### config.mk
export PLATFORM = sky130hd
export DESIGN_NAME = sr_flop_bank
export DESIGN_NICKNAME = d
export VERILOG_FILES = /design/src/rtl/sr_pkg.sv /design/src/rtl/sr_sync.sv /design/src/rtl/sr_flop_bank.sv
export SDC_FILE = /design/constraint.sdc
export NUM_CORES = 1
export LEC_CHECK = 0
export CAP_MARGIN = 20
export CORE_MARGIN = 2
export CORE_UTILIZATION = 60
export DETAILED_ROUTE_END_ITERATION = 16
export DONT_BUFFER_PORTS = 1
export PLACE_DENSITY = 0.87
export SYNTH_ARGS = -nofsm -noshare
export SYNTH_HDL_FRONTEND = slang
export SYNTH_HIERARCHICAL = 1
export SYNTH_SLANG_ARGS = --single-unit
### constraint.sdc
create_clock -name clk -period 2.05 [get_ports clk]
set_input_delay 0.3075 -clock clk [delete_from_list [all_inputs] [get_ports clk]]
set_output_delay 0.3075 -clock clk [all_outputs]
set_load 0.01 [all_outputs]
### src/rtl/sr_pkg.sv
// Shared constants and next-state function for the clocked set/reset flop bank.
// The next-state function is shared by the RTL and any reference model.
package sr_pkg;

    localparam int SR_SET_DOM   = 0;
    localparam int SR_RST_DOM   = 1;
    localparam int SR_HOLD      = 2;
    localparam int SR_TOGGLE    = 3;

    localparam int SR_MAX_WIDTH = 32;
    localparam int SR_MAX_SYNC  = 3;

    // s/r are active-high here; polarity is normalised before this is applied
    function automatic logic sr_next(input logic q, input logic s, input logic r, input int mode);
        logic n;
        case ({s, r})
            2'b00:   n = q;
            2'b10:   n = 1'b1;
            2'b01:   n = 1'b0;
            default: begin
                case (mode)
                    SR_SET_DOM: n = 1'b1;
                    SR_RST_DOM: n = 1'b0;
                    SR_TOGGLE:  n = ~q;
                    default:    n = q;
                endcase
            end
        endcase
        return n;
    endfunction

endpackage

### src/rtl/sr_sync.sv
// Per-bit flop chain used to bring asynchronous set/reset strobes into clk.
// A zero-stage chain degenerates to a plain wire.
module sr_sync #(
    parameter int STAGES = 2,
    parameter int WIDTH  = 8
) (
    input  logic             clk,
    input  logic             rst_n,
    input  logic [WIDTH-1:0] i_d,
    output logic [WIDTH-1:0] o_q
);

    if (STAGES == 0) begin : g_bypass
        logic w_unused;
        assign w_unused = clk ^ rst_n;
        assign o_q      = i_d;
    end else begin : g_chain
        logic [WIDTH-1:0] r_chain [STAGES];

        always_ff @(posedge clk or negedge rst_n) begin
            if (!rst_n) begin
                for (int k = 0; k < STAGES; k++) r_chain[k] <= '0;
            end else begin
                r_chain[0] <= i_d;
                for (int k = 1; k < STAGES; k++) r_chain[k] <= r_chain[k-1];
            end
        end

        assign o_q = r_chain[STAGES-1];
    end

endmodule

### src/rtl/sr_flop_bank.sv
// Bank of clocked set/reset status flags with input synchronisation,
// selectable S&R conflict policy, sticky conflict flags and a saturating conflict count.
module sr_flop_bank
    import sr_pkg::*;
#(
    parameter int               WIDTH       = 8,
    parameter int               MODE        = SR_SET_DOM,
    parameter int               SYNC_STAGES = 2,
    parameter int               ACTIVE_LOW  = 0,
    parameter logic [WIDTH-1:0] INIT        = '0,
    parameter int               CNT_W       = 8
) (
    input  logic             clk,
    input  logic             rst_n,
    input  logic [WIDTH-1:0] S,
    input  logic [WIDTH-1:0] R,
    input  logic             en,
    input  logic             clr_err,
    output logic [WIDTH-1:0] Q,
    output logic [WIDTH-1:0] Qbar,
    output logic [WIDTH-1:0] err,
    output logic [CNT_W-1:0] conflict_cnt
);

    if (WIDTH < 1 || WIDTH > SR_MAX_WIDTH) begin : g_bad_width
        $fatal(1, "sr_flop_bank: WIDTH out of range");
    end
    if (MODE < SR_SET_DOM || MODE > SR_TOGGLE) begin : g_bad_mode
        $fatal(1, "sr_flop_bank: MODE out of range");
    end
    if (SYNC_STAGES < 0 || SYNC_STAGES > SR_MAX_SYNC) begin : g_bad_sync
        $fatal(1, "sr_flop_bank: SYNC_STAGES out of range");
    end
    if (ACTIVE_LOW < 0 || ACTIVE_LOW > 1) begin : g_bad_pol
        $fatal(1, "sr_flop_bank: ACTIVE_LOW out of range");
    end
    if (CNT_W < 2 || CNT_W > 16) begin : g_bad_cnt
        $fatal(1, "sr_flop_bank: CNT_W out of range");
    end

    localparam logic [CNT_W-1:0] CNT_MAX = '1;

    logic [WIDTH-1:0] w_s, w_r, w_ss, w_rs;
    logic [WIDTH-1:0] w_conflict, w_q_next;
    logic [WIDTH-1:0] r_q, r_err;
    logic [CNT_W-1:0] r_cnt;

    assign w_s = (ACTIVE_LOW != 0) ? ~S : S;
    assign w_r = (ACTIVE_LOW != 0) ? ~R : R;

    sr_sync #(.STAGES(SYNC_STAGES), .WIDTH(WIDTH)) u_sync_s (
        .clk   (clk),
        .rst_n (rst_n),
        .i_d   (w_s),
        .o_q   (w_ss)
    );

    sr_sync #(.STAGES(SYNC_STAGES), .WIDTH(WIDTH)) u_sync_r (
        .clk   (clk),
        .rst_n (rst_n),
        .i_d   (w_r),
        .o_q   (w_rs)
    );

    always_comb begin
        w_q_next = r_q;
        for (int i = 0; i < WIDTH; i++) begin
            w_q_next[i] = sr_next(r_q[i], w_ss[i], w_rs[i], MODE);
        end
    end

    assign w_conflict = {WIDTH{en}} & w_ss & w_rs;

    // A clear coinciding with fresh conflicts restarts logging from those conflicts
    always_ff @(posedge clk or negedge rst_n) begin
        if (!rst_n) begin
            r_q   <= INIT;
            r_err <= '0;
            r_cnt <= '0;
        end else begin
            if (en) r_q <= w_q_next;
            if (clr_err) begin
                r_err <= w_conflict;
                r_cnt <= (|w_conflict) ? CNT_W'(1) : '0;
            end else begin
                r_err <= r_err | w_conflict;
                if ((|w_conflict) && (r_cnt != CNT_MAX)) r_cnt <= r_cnt + CNT_W'(1);
            end
        end
    end

    assign Q            = r_q;
    assign Qbar         = ~r_q;
    assign err          = r_err;
    assign conflict_cnt = r_cnt;

endmodule

==> flow_metrics.env <==
export IMPL_finClkSkew_ns=0.0145
export IMPL_start_util=0.630
export IMPL_grt_remaining_overflow=0
export IMPL_antenna_found_initial=0
export IMPL_nets=200
export IMPL_wl_per_cell_um=17.0
export IMPL_die_area_um2=4020
export IMPL_reg2reg_slack_ns=0.15
export IMPL_timing_fmax_mhz=527
export IMPL_drv_cap=0
export IMPL_ys_ff_latch=56
export IMPL_ys_seq_area_frac=0.661
export IMPL_slew_violations=0
export IMPL_numCtsBuffers=5
export IMPL_post_dp_cell_area_um2=2040
export IMPL_crit_type="register to register"
export IMPL_rsz0062_at_grt="no"
export IMPL_dpl_hpwl_um=2520
export IMPL_final_cell_area_um2=2370
export IMPL_area_growth_pct=11.9
export IMPL_ir_drop_uv=762
export IMPL_ys_flop_type="dfrtp_1"
export IMPL_setup_viol_count_final=0
export IMPL_max_slew_margin=0.684
export IMPL_cts_tree="done"
export IMPL_synth_warnings=6
export IMPL_fin_setup_tns_ns=0
export IMPL_grt_use_total=0.218
export IMPL_first_global_vias=1364
export IMPL_grt_max_degree=57
export IMPL_routed_wl_um=3850
export IMPL_synth_area_um2=2120
export IMPL_min_path_type="primary input to register"
export IMPL_crit_path_start_kind="register"
export IMPL_fp_dieH_um=63.4
export IMPL_cp_endpoint="conflict_cnt[3]$_DFFE_PN0P_"
export IMPL_wl_met1_um=1490
export IMPL_hold_viol_final=0
export IMPL_cp_max_fo=6
export IMPL_cts_root_buffer="clkbuf_4"
export IMPL_avgSynthCellArea_um2=12.3
export IMPL_wl_met2_um=2040
export IMPL_crit_start="conflict_cnt[0]$_DFFE_PN0P_"
export IMPL_vias=1256
export IMPL_path_clk_slew_ns=0.16
export IMPL_rr_worst_depth=6
export IMPL_layout_setup_ws_ns=0.152
export IMPL_clock_latency_ns=0.38
export IMPL_ys_async_sr_fraction=1.00
export IMPL_drtPass1Iterations=4
export IMPL_crit_arrival_ns=2.21
export IMPL_std_cell_rows=21
export IMPL_cts_path_max_buffers=2
export IMPL_endpoint_kind="register"
export IMPL_timing_rr_end="conflict_cnt[3]$_DFFE_PN0P_"
export IMPL_numPortBuffers=0
export IMPL_syn_nets=193
export IMPL_synth_cell_types=29
export IMPL_io_pins=52
export IMPL_dr_wl_met3_um=223
export IMPL_drtAntennaViolNets=0
export IMPL_synth_edf_count=0
export IMPL_outcome="completed"
export IMPL_holdWs_ns=0.0135
export IMPL_n_fill_cell=252
export IMPL_power_density_nw_per_um2=893
export IMPL_min_period_ns=1.90
export IMPL_synth_cells=172
export IMPL_clock_sinks=56
export IMPL_h_tree_depth=2
export IMPL_fin_crit_sh=0.926
export IMPL_pre_cts_slack_ns=0.0956
export IMPL_drcViolationCount=0
export IMPL_p_leak_nw=1.08
export IMPL_avgViaCountPerCell=5.56
export IMPL_die_x_um=63.4
export IMPL_grt_pass1_wl_um=6620
export IMPL_n_antenna_cell=0
export IMPL_tightest_slew_ns=0.467
export IMPL_layout_drive_gt1_share=0.0889
export IMPL_r2r_start="conflict_cnt[0]$_DFFE_PN0P_"
export IMPL_required_ns=2.36
export IMPL_top_layer="met4"
export IMPL_drt_first_iter_violations=116
export IMPL_gp_congestion=0.770
export IMPL_coreArea_um2=3360
-- flip-flops by register name, indices dropped and copies added, names as in the netlist --
name,flops
Q,8
conflict_cnt,8
err,8
u_sync_r/g_chain.r_chain,8
u_sync_r/o_q,8
u_sync_s/g_chain.r_chain,8
u_sync_s/o_q,8
-- cell usage after synthesis, drive strengths merged, types with 3 or more instances --
| master | number | area share |
|---|---|---|
| dfrtp | 56 | 0.66 |
| buf | 20 | 0.068 |
| inv | 19 | 0.034 |
| nand2 | 13 | 0.023 |
| a22o | 12 | 0.050 |
| nand3 | 11 | 0.026 |
| o21ai | 9 | 0.021 |
| a21oi | 5 | 0.012 |
| o31ai | 4 | 0.014 |
| or4 | 4 | 0.015 |
| clkbuf | 3 | 0.0089 |
| nor3 | 3 | 0.0071 |
-- layer usage --
metal / vias up / track usage
met1: 615 / 0.269
met5: - / 0
met4: 0 / 0.0761
met3: 10 / 0.0714
met2: 47 / 0.363
li1: 584 / -
-- how the worst min path moves through the flow --
stage	from	end	slack [ns]	cells after the start
6_report	clr_err	err[2]$_DFF_PN0_	0.01	1
5_1_grt	clr_err	err[2]$_DFF_PN0_	0.007	1
4_1_cts	clr_err	conflict_cnt[1]$_DFFE_PN0P_	0.006	1
3_5_place_dp	rst_n	conflict_cnt[5]$_DFFE_PN0P_	0.01	0
3_3_place_gp	rst_n	err[1]$_DFF_PN0_	0.01	0
2_1_floorplan	rst_n	Q[0]$_DFFE_PN0P_	0.01	0
-- metrics by stage --
stage,std cells,total power [W],utilization
floorplan,172,0.00136,-
global route,226,0.00220,0.705
detailed placement,198,0.00137,0.606
finish,226,0.00212,0.705
global placement,198,0.00135,0.606
CTS,225,0.00212,0.699
-- layout by cell type, fill, tap and decap left out, drive strengths merged --
master,netlist,final
a21oi,5,5
nor3,3,3
buf,20,4
o31a,1,1
nor4b,1,1
dfrtp,56,56
a211oi,1,1
or2,1,1
ha,1,1
bufinv,0,2
nor4,1,1
inv,19,20
or4,4,4
a22o,12,12
nor2b,2,2
o41ai,2,2
nand3,11,11
o31ai,4,4
o21ai,9,9
nand2b,1,1
nand2,13,13
mux2,1,1
nor3b,1,1
clkbuf,3,5
dlygate4sd3,0,19
-- area by class of cell --
| class | instances | area [um^2] | share of cell area |
|---|---|---|---|
| sequential | 56 | 1400 | 0.591 |
| multi-input combinational | 74 | 495 | 0.209 |
| timing repair buffer | 23 | 240 | 0.101 |
| inverter | 19 | 71.3 | 0.0301 |
| clock inverter | 3 | 68.8 | 0.0290 |
| tap | 46 | 57.6 | 0.0243 |
| clock buffer | 5 | 37.5 | 0.0158 |
-- logic make-up (layout without fill, tap and decap cells) --
family / after synthesis / after routing / synth area share
simple gates: 38 / 38 / 0.0933
fa+ha+maj: 1 / 1 / 0.00590
flops: 56 / 56 / 0.661
buf+inv: 42 / 50 / 0.110
compound gates: 34 / 34 / 0.124
mux: 1 / 1 / 0.00531
-- where the power goes --
group	total, W	switching [W]	leakage [nW]	internal (W)
combinational	0.000156	0.0000829	0.345	0.0000727
sequential	0.00125	0.0000741	0.676	0.00117
clock	0.000716	0.000332	0.0558	0.000384
-- critical path, cell delays in order (launching register included) --
cell     delay (ns)
dfrtp_1        0.51
ha_1           0.30
nand3_1        0.19
nor3_4         0.08
buf_4          0.16
or4_1          0.41
a21oi_1        0.19
-- what timing repair did --
item | in CTS | in global routing
hold buffers | 19 | 1
buffers inserted | 0 | 0
endpoints found under the setup margin | 0 | 5
hold endpoints to repair | 77 | 3
resized for setup | 0 | 2
(Power assumes the default switching activity.)
